`src/rtl/uart_port_scheduler_pkg.sv`:
```
// Shared types and constants for the UART port scheduler.
`timescale 1ns/1ps
package uart_port_scheduler_pkg;

   localparam int unsigned UART_BYTE_W          = 8;
   localparam int unsigned CLK_HZ               = 12_000_000;
   localparam int unsigned BAUD                 = 115_200;
   // One bit time of idle line between bytes (104 clocks at 12 MHz / 115200)
   localparam int unsigned DEFAULT_GUARD_CYCLES = CLK_HZ / BAUD;
   localparam int unsigned DEFAULT_BUSY_TIMEOUT = 16;

   typedef enum logic [2:0] {
      IDLE,
      LOAD,
      WAIT_BUSY,
      SEND,
      GUARD
   } uart_sched_state_t;

   // Counter width able to hold the larger of two terminal counts
   function automatic int unsigned cnt_width(input int unsigned a, input int unsigned b);
      return $clog2(((a > b) ? a : b) + 1);
   endfunction

endpackage

```
`src/rtl/uart_port_scheduler_rr_arbiter.sv`:
```
// Combinational round-robin pick: first asserted request at or above rr_ptr, wrapping.
`timescale 1ns/1ps
module uart_port_scheduler_rr_arbiter #(
   parameter int unsigned N_REQ = 4,
   localparam int unsigned PTR_W = $clog2(N_REQ)
) (
   input  logic [N_REQ-1:0] req,
   input  logic [PTR_W-1:0] rr_ptr,
   output logic [N_REQ-1:0] winner_c,
   output logic [PTR_W-1:0] idx_c,
   output logic             valid_c
);

   logic [PTR_W-1:0] pos;

   // Scan N_REQ positions starting at rr_ptr; first hit wins
   always_comb begin
      winner_c = '0;
      idx_c    = '0;
      valid_c  = 1'b0;
      pos      = '0;
      for (int unsigned off = 0; off < N_REQ; off++) begin
         pos = PTR_W'((32'(rr_ptr) + off) % N_REQ);
         if (!valid_c && req[pos]) begin
            valid_c       = 1'b1;
            winner_c[pos] = 1'b1;
            idx_c         = pos;
         end
      end
   end

endmodule

```
`src/rtl/uart_port_scheduler.sv`:
```
// Shares one half-duplex UART core between N_REQ byte producers and the RX consumer.
`timescale 1ns/1ps
module uart_port_scheduler
   import uart_port_scheduler_pkg::*;
#(
   parameter int unsigned N_REQ        = 4,
   parameter int unsigned GUARD_CYCLES = DEFAULT_GUARD_CYCLES,
   parameter int unsigned BUSY_TIMEOUT = DEFAULT_BUSY_TIMEOUT
) (
   input  logic                         clk,
   input  logic                         rst_n,
   input  logic [N_REQ-1:0]             req,
   input  logic [UART_BYTE_W*N_REQ-1:0] req_data,
   output logic [N_REQ-1:0]             gnt,
   output logic [UART_BYTE_W-1:0]       uart_tx_byte,
   output logic                         uart_tx_enable,
   output logic                         uart_rx_enable,
   input  logic                         uart_tx_busy,
   input  logic                         uart_byte_available,
   input  logic [UART_BYTE_W-1:0]       uart_rx_byte,
   output logic [UART_BYTE_W-1:0]       rx_data,
   output logic                         rx_valid,
   output logic                         tx_error
);

   localparam int unsigned PTR_W = $clog2(N_REQ);
   localparam int unsigned CNT_W = cnt_width(GUARD_CYCLES, BUSY_TIMEOUT);

   uart_sched_state_t        state, state_d;
   logic [CNT_W-1:0]         cnt, cnt_d;
   logic [PTR_W-1:0]         rr_ptr, rr_ptr_d;
   logic [PTR_W-1:0]         win_idx, win_idx_d;
   logic [PTR_W-1:0]         rr_next_c;
   logic [N_REQ-1:0]         gnt_d;
   logic [UART_BYTE_W-1:0]   tx_byte_d, rx_data_d, arb_byte_c;
   logic                     tx_enable_d, rx_enable_d, rx_valid_d, tx_error_d;
   logic [N_REQ-1:0]         arb_winner_c;
   logic [PTR_W-1:0]         arb_idx_c;
   logic                     arb_valid_c;

   uart_port_scheduler_rr_arbiter #(
      .N_REQ (N_REQ)
   ) u_rr_arbiter (
      .req      (req),
      .rr_ptr   (rr_ptr),
      .winner_c (arb_winner_c),
      .idx_c    (arb_idx_c),
      .valid_c  (arb_valid_c)
   );

   // Select the winning requester's byte
   always_comb begin
      arb_byte_c = '0;
      for (int unsigned i = 0; i < N_REQ; i++) begin
         if (arb_idx_c == PTR_W'(i)) arb_byte_c = req_data[i*UART_BYTE_W +: UART_BYTE_W];
      end
   end

   // Pointer position just after the last served requester
   assign rr_next_c = (win_idx == PTR_W'(N_REQ - 1)) ? '0 : win_idx + PTR_W'(1);

   // State register and registered outputs
   always_ff @(posedge clk or negedge rst_n) begin
      if (!rst_n) begin
         state          <= IDLE;
         cnt            <= '0;
         rr_ptr         <= '0;
         win_idx        <= '0;
         gnt            <= '0;
         uart_tx_byte   <= '0;
         uart_tx_enable <= 1'b0;
         uart_rx_enable <= 1'b1;
         rx_data        <= '0;
         rx_valid       <= 1'b0;
         tx_error       <= 1'b0;
      end else begin
         state          <= state_d;
         cnt            <= cnt_d;
         rr_ptr         <= rr_ptr_d;
         win_idx        <= win_idx_d;
         gnt            <= gnt_d;
         uart_tx_byte   <= tx_byte_d;
         uart_tx_enable <= tx_enable_d;
         uart_rx_enable <= rx_enable_d;
         rx_data        <= rx_data_d;
         rx_valid       <= rx_valid_d;
         tx_error       <= tx_error_d;
      end
   end

   // Next-state and next-output logic; RX capture has priority over a grant in IDLE
   always_comb begin
      state_d    = state;
      cnt_d      = cnt;
      rr_ptr_d   = rr_ptr;
      win_idx_d  = win_idx;
      gnt_d      = '0;
      tx_byte_d  = uart_tx_byte;
      rx_data_d  = rx_data;
      rx_valid_d = 1'b0;
      tx_error_d = tx_error;
      case (state)
         IDLE: begin
            if (uart_byte_available) begin
               rx_data_d  = uart_rx_byte;
               rx_valid_d = 1'b1;
            end else if (arb_valid_c) begin
               gnt_d     = arb_winner_c;
               tx_byte_d = arb_byte_c;
               win_idx_d = arb_idx_c;
               state_d   = LOAD;
            end
         end
         LOAD: begin
            cnt_d   = '0;
            state_d = WAIT_BUSY;
         end
         WAIT_BUSY: begin
            if (uart_tx_busy) begin
               state_d = SEND;
            end else if (cnt == CNT_W'(BUSY_TIMEOUT - 1)) begin
               tx_error_d = 1'b1;
               cnt_d      = '0;
               rr_ptr_d   = rr_next_c;
               state_d    = GUARD;
            end else begin
               cnt_d = cnt + CNT_W'(1);
            end
         end
         SEND: begin
            if (!uart_tx_busy) begin
               cnt_d    = '0;
               rr_ptr_d = rr_next_c;
               state_d  = GUARD;
            end
         end
         GUARD: begin
            if (cnt == CNT_W'(GUARD_CYCLES - 1)) begin
               cnt_d   = '0;
               state_d = IDLE;
            end else begin
               cnt_d = cnt + CNT_W'(1);
            end
         end
         default: state_d = IDLE;
      endcase
      tx_enable_d = (state_d == LOAD);
      rx_enable_d = (state_d == IDLE);
   end

endmodule

```
`config.mk`:
```
export PLATFORM = sky130hd
export DESIGN_NAME = uart_port_scheduler
export DESIGN_NICKNAME = d
export VERILOG_FILES = /design/src/rtl/uart_port_scheduler_pkg.sv /design/src/rtl/uart_port_scheduler_rr_arbiter.sv /design/src/rtl/uart_port_scheduler.sv
export SDC_FILE = /design/constraint.sdc
export NUM_CORES = 1
export LEC_CHECK = 0
export CORE_UTILIZATION = 45
export CTS_CLUSTER_DIAMETER = 150
export CTS_CLUSTER_SIZE = 8
export DETAILED_ROUTE_END_ITERATION = 8
export DONT_BUFFER_PORTS = 1
export GPL_TIMING_DRIVEN = 0
export PLACE_DENSITY_LB_ADDON = 0.05
export SLEW_MARGIN = 20
export SYNTH_ARGS = -nofsm -noshare
export SYNTH_HDL_FRONTEND = slang
export SYNTH_HIERARCHICAL = 1
export SYNTH_SLANG_ARGS = --single-unit
```
`constraint.sdc`:
```
create_clock -name clk -period 3.1 [get_ports clk]
set_clock_uncertainty 0.2 [all_clocks]
set_input_delay 0.465 -clock clk [delete_from_list [all_inputs] [get_ports clk]]
set_output_delay 0.465 -clock clk [all_outputs]
set_load 0.02 [all_outputs]
```
# == Word level (Yosys, flattened, before mapping) ==
# Index checks and enable logic that the tools add are counted.
# Widths: inputs -> output; s select.
# totals
reg_bits,38
output_inout_bits,24
in_bits,48
# classes
n_eq_ne,14
n_mux,54
reduce_logical,20
order_cmp,8
addsub,5
n_bitwise,5
# ops
op,count
$mux 8,4
$mux 4,7
$mux 7,4
$pmux 7 s4,1
$mux 3,6
$mux 2,8
$pmux 3 s5,1
$mux 1,14
$lt 2x3->1 const B,4
$or 4x4->4,3
$reduce_and 3->1,3
$bmux 1 s2,4
$demux 1 s2,4
$ge 2x1->1 const B,4
$add 7x1->7 const B,1
$eq 7x4->1 const B,1
$eq 7x7->1 const B,1
$logic_and 1x1->1,7
$eq 2x2->1 const B,3
$eq 3x1->1 const B,2
$eq 3x2->1 const B,2
$logic_not 3->1,2
$ne 2x2->1 const B,3
$add 2x1->2 const B,2
other kinds (11),15

# == Logic depth before layout (Yosys ltp) ==
# Gate-level depths: netlist of run 1.
# depth
ltp_word,17
mapped_depth,12
ltp_nobuf,9

# == Hierarchy ==
# The synthesis of run 1 kept the hierarchy.
# by_module_without_submodules
mod,area_each_um2,cells_per_inst,seq_area_each_um2,n_inst
uart_port_scheduler,1896.8,165,952.2,1
uart_port_scheduler_rr_arbiter,421.7,45,0.0,1

# == Least setup slack after synthesis of run 1 ==
# No wires, ideal clock.
# synth_timing
path_type,reg2reg
startpoint,register rr_ptr[0]
endpoint,register uart_tx_byte[0]
setup_time_ns,0.117
arrival_time_ns,2.675
synth_period_minus_slack_ns,2.991
required_time_ns,2.783
path_buffers,3
path_slack_ns,0.109
path_stages_with_launch,13
cell_sequence,dfrtp_1 > buf_6 > inv_1 > ha_1 > mux4_2 > buf_6 > and2b_2 > o21ai_0 > o31ai_1 > buf_2 > mux4_2 > nand2_1 > nand2_1
# synth_via
elab_chain_len,17
# synth_rtl
element,line,text
from (decl),uart_port_scheduler.sv:31,"logic [PTR_W-1:0] rr_ptr, rr_ptr_d;"
from (signal assigned),uart_port_scheduler.sv:79,rr_ptr <= rr_ptr_d;
"parallel branches: the longest is 11 deep, another holds $add 2x1->2",--,
$mux 2 *,uart_port_scheduler_rr_arbiter.sv:24,if (!valid_c && req[pos]) begin
net arb_idx_c[0],uart_port_scheduler.sv:38,logic [PTR_W-1:0] arb_idx_c;
$logic_not 2->1,uart_port_scheduler.sv:55,if (arb_idx_c == PTR_W'(i)) arb_byte_c = req_data[i*UART_BYTE_W +: UART_BYTE_W];
$mux 8 (3 in a row),uart_port_scheduler.sv:55,
$mux 8 *,uart_port_scheduler.sv:55,
to (signal assigned),uart_port_scheduler.sv:82,uart_tx_byte <= tx_byte_d;
to (decl),uart_port_scheduler.sv:15,"output logic [UART_BYTE_W-1:0] uart_tx_byte,"
# Mark *: on every way through the listed nets, which the timed path passes. The select of a mux whose other input is x is not followed.
# A chain may end at the register's enable or synchronous reset.

# == Worst setup path in the final report of run 1 ==
# layout_timing
startpoint,register rr_ptr[0]
endpoint,register uart_tx_byte[3]
# Same word-level chain as after synthesis.

==> qor.tcl, run 1 <==
set qor(tritoncts.num_buffers) 5
set qor(design.portCount) 72
set qor(worst_skew_pair.late_latency_ns) 0.28
set qor(antenna_violating_nets_post_route) 0
set qor(worst_hold_path_type) {in -> reg}
set qor(yosysMostFrequentCell) {dfrtp_1}
set qor(maxClockFrequency_ghz) 0.337
set qor(start_util_pct) 47.8
set qor(core.rowCount) 25
set qor(finalWorstSetupSlack_ns) 0.135
set qor(worst_slew_margin_rel_pct) 63.2
set qor(pre_cts_slack_ns) -0.216
set qor(startpoint) {rr_ptr[0]}
set qor(drcViolationCount) 0
set qor(die_footprint_mm2) 0.00544
set qor(seq_area_frac_synth_pct) 41.1
set qor(routed_wirelength_um) 4810
set qor(synth.cells.most_frequent) {37 x dfrtp_1, 32 x nand2_1, 15 x o21ai_0}
set qor(grt_pass1_vias) 1669
set qor(clock-sinks) 38
set qor(crit_path_max_incr_delay_ns) 0.51
set qor(setup_viols_final) 0
set qor(synth-main-ff-cell) {dfrtp_1}
set qor(netlist_area_mm2) 0.00232
set qor(grt_overflow_total) 0
set qor(fin_nets) 282
set qor(dpl.cell_count) 277
set qor(cts_htree_levels) 2
set qor(maxSlewViolCount) 0
set qor(firstDrtPassIters) 4
set qor(hold_path_startpoint) {uart_rx_byte[6]}
set qor(routed_wire_length_per_instance_um) 16.4
set qor(timing.critical_path.slowest_stage_cell) {mux4_2}
set qor(ir_worst_vdd_v) 0.000607
set qor(tightestPinTransition_ns) 0.548
set qor(worst_path_dominant_cell_family) {multiplexers}
set qor(stdcell_count) 294
set qor(timing_hold_violations_final) 0
set qor(tritoncts) {done}
set qor(drive_gt1_share_pct) 28.6
set qor(critPathLaunchType) {register}
set qor(crit_fanout) 10
set qor(coreArea_mm2) 0.00485
set qor(cts_root_buffer) {clkbuf_8}
set qor(cp.arrival_ns) 2.94
set qor(place_congestion) 0.760
set qor(dp.final_hpwl_um) 3390
set qor(clk_pin_slew_ns) 0.07
set qor(flop_and_latch_count_out_of_synthesis) 38
set qor(setup.worst_path.class) {reg -> reg}
set qor(placement.io_buffers) 0
set qor(synth-warning-count) 6
set qor(synth_largest_type_area_fraction_pct) 39.9
set qor(avgViaCountPerCell) 5.80
set qor(timing.reg2reg.setup_slack_ns) 0.14
set qor(synth_cell_type_count) 50
set qor(worstReg2RegStart) {rr_ptr[0]}
set qor(critical_path.n_buffers_inverters) 4
set qor(route.vias.total) 1704
set qor(synth_enable_flop_cells) 0
set qor(hold_ws_ns) 0.133
set qor(netlist_instances) 210
set qor(drt-initial-drc-count) 80
set qor(status) {finished clean}
set qor(cp_data_required_time_ns) 3.08
set qor(fp.dieW_um) 73.8
set qor(syn_area_per_cell_um2) 11.0
set qor(number_of_antenna_cells_inserted) 0
set qor(endpoint_kind) {register}
set qor(groute.usage.overall_pct) 18.6
set qor(synth_area_leader_cell) {dfrtp_1}
set qor(antenna_violations_before_repair) 0
set qor(die_h_um) 73.8
set qor(maxCapViolations) 0
set qor(maximum_number_of_pins_on_one_net_before_global_route_repair) 39
set qor(synthTopCellsByArea) {dfrtp_1 40%, mux4_2 9.7%, mux2_2 5.3%}
set qor(cts-root-to-sink-buffers) 2
set qor(postSynthNetCount) 265
set qor(area.growth.synth_to_final_pct) 13.5
set qor(p_leak_nw) 1.16
set qor(post-route-min-period_ns) 2.96
set qor(synthArstFlopShare_pct) 100
set qor(power_density_mw_per_mm2) 1140
set qor(post-route-period-util_pct) 95.6
set qor(grt_first_pass_wirelength_um) 7730
set qor(cell_by_cell_listing_of_the_critical_path) {buf_8 > buf_4 > mux4_2 > buf_6 > and2b_2 > o21ai_0 > o31ai_2 > buf_2 > mux4_2 > nand2_1 > nand2_1}
[cell type report]
class	instances	area (um^2)
Fill cell	447	2220
Multi-Input combinational cell	147	1240
Sequential cell	38	955
Buffer	12	100
Timing Repair Buffer	11	95.1
Tap cell	67	83.8
Clock buffer	6	82.6
Inverter	12	45.0
Clock inverter	1	30.0
[power breakdown]
group	internal, W	leakage (nW)	switching, W
combinational	0.000799	0.622	0.000780
clock	0.000257	0.0573	0.000162
sequential	0.000701	0.478	0.000290
[routing by layer]
| metal | wire (um) | track usage, % | vias to the layer above |
|---|---|---|---|
| met5 | 0 | 0 | - |
| met2 | 2500 | 31.9 | 65 |
| met1 | 1970 | 23.2 | 833 |
| li1 | - | - | 799 |
| met3 | 298 | 4.80 | 7 |
| met4 | 40 | 5.13 | 0 |
[flip-flops by register name, summed over array words and instances (netlist names), 2 cells and up]
register,flops
rx_data,8
uart_tx_byte,8
cnt,7
gnt,4
state,3
rr_ptr,2
win_idx,2
[timing repair]
action | in CTS | in global routing
hold buffers | 2 | 0
resized for setup | 6 | 3
setup buffers | 3 | 5
cloned | 1 | 0
endpoints found under the hold margin | 38 | 0
endpoints found under the setup margin | 8 | 8
pin swaps | 0 | 0
[through the flow]
step	cell area, um^2	total power, W	utilization, %	setup TNS, ns
2_1_floorplan	2320	0.00215	-	0
3_3_place_gp	2400	0.00234	49.5	-0.801
3_5_place_dp	2400	0.00241	49.5	-1.47
4_1_cts	2590	0.00293	53.3	0
5_1_grt	2630	0.00322	54.3	-0.00343
6_report	2630	0.00299	54.3	0
[cells by family after synthesis]
group	after synthesis	synth area share (%)
and+or+nand+nor	67	15.5
xor gates and xnor gates	1	0.378
buffers and inverters	25	6.15
muxes	25	18.2
adders and majority gates	7	3.78
AOI/OAI and AO/OA	47	14.9
DFF	38	41.1
[worst register-to-register path, cell delays in order, from the launching register on]
cell and delay [ns]:
dfrtp_2 0.38, buf_8 0.13, buf_4 0.14, mux4_2 0.51, buf_6 0.16, and2b_2 0.24, o21ai_0 0.11, o31ai_2 0.12
buf_2 0.25, mux4_2 0.51, nand2_1 0.08, nand2_1 0.05
[final timing paths]
check                                  end  depth (start not counted)
max reg2reg                uart_tx_byte[3]                         11
min reg2reg                     win_idx[1]                          2
max in group asynchronous   uart_rx_enable                          2
min                             rx_data[6]                          1
max                        uart_tx_byte[3]                         11
min in group asynchronous           cnt[1]                          2
[layout by cell type, fill, tap and decap left out, drive strengths merged, types with 2 or more instances in the layout]
cell	Yosys	layout
and3	3	3
and2	7	7
o31a	2	2
a22oi	11	11
nand4b	2	2
inv	12	12
nor2b	2	2
mux2i	2	2
clkbuf	4	9
buf	9	19
mux2	11	11
mux4	12	12
nand2	32	32
ha	7	7
o21ai	16	16
nand2b	2	2
dfrtp	37	37
nor2	7	7
nor4	2	2
o21bai	2	2
o211ai	3	3
a31o	2	2
nor3	4	4
No activity file was read; power rests on OpenSTA's default activity.
==> run 2, diff against run 1 <==
--- a/config.mk
+++ b/config.mk
@@ -5,6 +5,8 @@
 export SDC_FILE = /design/constraint.sdc
 export NUM_CORES = 1
 export LEC_CHECK = 0
+export CAP_MARGIN = 0
+export CORE_MARGIN = 10
 export CORE_UTILIZATION = 45
 export CTS_CLUSTER_DIAMETER = 150
 export CTS_CLUSTER_SIZE = 8
==> run 2 against run 1 <==
Net effect: largest cell class unchanged; routed wire length up 13%; register-to-register slack worse by 0.02 ns; sequential power about the same; sequential share of layout area up 0.37 points; die area up 55%; combinational power down 4%; worst setup slack worse by 0.016 ns; fmax down 0.55%; hold slack worse by 0.0073 ns; global-route usage down 5.8 points.
==> qor.tcl, run 2 (synthesis results as in run 1) <==
set qor(setup.worst_path.class) {reg -> reg}
set qor(routed_wirelength_um) 5420
set qor(core.rowCount) 26
set qor(cp_data_required_time_ns) 3.08
set qor(finalCoreUtilization_pct) 51.7
set qor(crit_fanout) 10
set qor(post-route-period-util_pct) 96.2
set qor(antenna_violating_nets_post_route) 0
set qor(coreArea_mm2) 0.00504
set qor(combinationalPowerShare_pct) 51.6
set qor(cp.arrival_ns) 2.96
set qor(worst_skew_pair.late_latency_ns) 0.29
set qor(tritoncts) {done}
set qor(firstDrtPassIters) 4
set qor(sequentialPowerShare_pct) 34.1
set qor(power_density_mw_per_mm2) 1130
set qor(routed_wire_length_per_instance_um) 18.5
set qor(die_footprint_mm2) 0.00842
set qor(maxCapViolations) 0
set qor(cts_root_buffer) {clkbuf_8}
set qor(groute.usage.overall_pct) 12.8
set qor(number_of_antenna_cells_inserted) 0
set qor(switchingPower_w) 0.00122
set qor(worst_slew_margin_rel_pct) 64.1
set qor(drive_gt1_share_pct) 27.4
set qor(grt_first_pass_wirelength_um) 9000
set qor(p_leak_nw) 1.14
set qor(avgViaCountPerCell) 5.61
set qor(place_congestion) 0.791
set qor(cts_htree_levels) 2
set qor(critPathLaunchType) {register}
set qor(dpl.cell_count) 280
set qor(largestRegisters) {rx_data x8, uart_tx_byte x8, cnt x7}
set qor(clock-sinks) 38
set qor(stdcell_count) 293
set qor(setup_viols_final) 0
set qor(clk_pin_slew_ns) 0.07
set qor(cts-root-to-sink-buffers) 2
set qor(layout_commonest_cell) {dfrtp_1}
set qor(grt_pass1_vias) 1712
set qor(tritoncts.num_buffers) 5
set qor(p_int_w) 0.00172
set qor(area.growth.synth_to_final_pct) 12.4
set qor(maxClockFrequency_ghz) 0.335
set qor(timing_hold_violations_final) 0
set qor(post-route-min-period_ns) 2.98
set qor(count_of_fill_cells_added_during_filler_insertion) 450
set qor(drt-initial-drc-count) 56
set qor(worst_hold_path_type) {in -> reg}
set qor(start_util_pct) 46.0
set qor(fin_nets) 278
set qor(status) {finished clean}
set qor(placement.io_buffers) 0
set qor(endpoint_kind) {register}
set qor(antenna_violations_before_repair) 0
set qor(power_frac_clock_pct) 14.4
set qor(dp.final_hpwl_um) 4130
set qor(maximum_number_of_pins_on_one_net_before_global_route_repair) 39
set qor(maxSlewViolCount) 0
set qor(timing.reg2reg.setup_slack_ns) 0.12
set qor(grt_overflow_total) 0
set qor(fp.dieW_um) 91.8
set qor(design.portCount) 72
set qor(tightestPinTransition_ns) 0.538
set qor(final_cell_mix) {35 x dfrtp_1, 32 x nand2_1, 15 x o21ai_0}
set qor(die_h_um) 91.8
set qor(ir_worst_vdd_v) 0.000491
set qor(power.switching_fraction_pct) 41.5
set qor(drcViolationCount) 0
set qor(route.vias.total) 1644
==> run 2: cell types whose count changed in the layout (fill, tap and decap cells not counted), sizes merged <==
| cell | delta |
|---|---|
| buf | -4 |
==> run 2: layout make-up <==
class	count	area, um^2	share of cell area [%]
tap	70	87.6	3.36
timing repair buffer	7	65.1	2.50
sequential	38	955	36.6
multi-input combinational	147	1240	47.6
clock buffer	6	82.6	3.17
clock inverter	1	30.0	1.15
inverter	12	45.0	1.73
buffer	12	100	3.84
==> run 2: layer usage <==
metal / vias up / global-route usage, % / wire (um)
li1: 788 / - / -
met1: 797 / 13.7 / 2170
met2: 53 / 22.5 / 2740
met3: 6 / 5.62 / 442
met4: 0 / 3.60 / 68
met5: - / 0 / 0
==> run 2: worst paths after layout <==
check | from | to | depth (start not counted)
max reg2reg | rr_ptr[0] | uart_tx_byte[5] | 12
min in group asynchronous | rst_n | cnt[5] | 2
max | rr_ptr[0] | uart_tx_byte[5] | 12
max in group asynchronous | rst_n | uart_rx_enable | 2
min reg2reg | win_idx[1] | win_idx[1] | 2
min | uart_rx_byte[7] | rx_data[7] | 1
==> run 2: power by group through the flow <==
stage / registers, W / logic (W) / clock network [W]
2_1_floorplan: 0.000971 / 0.00118 / 0
3_3_place_gp: 0.00103 / 0.00134 / 0
6_report: 0.00100 / 0.00152 / 0.000423
3_5_place_dp: 0.00104 / 0.00140 / 0
4_1_cts: 0.00101 / 0.00150 / 0.000433
5_1_grt: 0.00103 / 0.00170 / 0.000458
==> run 2: critical path, stage by stage, from the launching register on <==
cell	delay (ns)
dfrtp_2	0.39
buf_8	0.15
inv_2	0.06
ha_4	0.28
mux4_2	0.30
buf_6	0.16
and2b_2	0.25
o21ai_0	0.10
o31ai_2	0.11
buf_4	0.23
mux4_2	0.50
nand2_1	0.09
nand2_1	0.06
==> run 2: repair_timing <==
item                       in CTS  in global routing
cloned                          1                  0
resized for setup               5                  3
setup buffers                   2                  2
setup endpoints to repair       8                  8
hold buffers                    2                  0
hold endpoints to repair       38                  0
pin swaps                       0                  1
==> run 2: stage by stage <==
stage | hold slack, ns | cell area [um^2] | setup WS [ns] | TNS (ns) | total power, W
2_1_floorplan | -0.0306 | 2320 | 0.109 | 0 | 0.00215
3_3_place_gp | -0.0292 | 2410 | -0.155 | -1.11 | 0.00236
3_5_place_dp | -0.0291 | 2410 | -0.243 | -1.72 | 0.00243
4_1_cts | 0.123 | 2580 | 0.0239 | 0 | 0.00294
5_1_grt | 0.111 | 2610 | -0.00417 | -0.00417 | 0.00319
6_report | 0.126 | 2610 | 0.119 | 0 | 0.00294
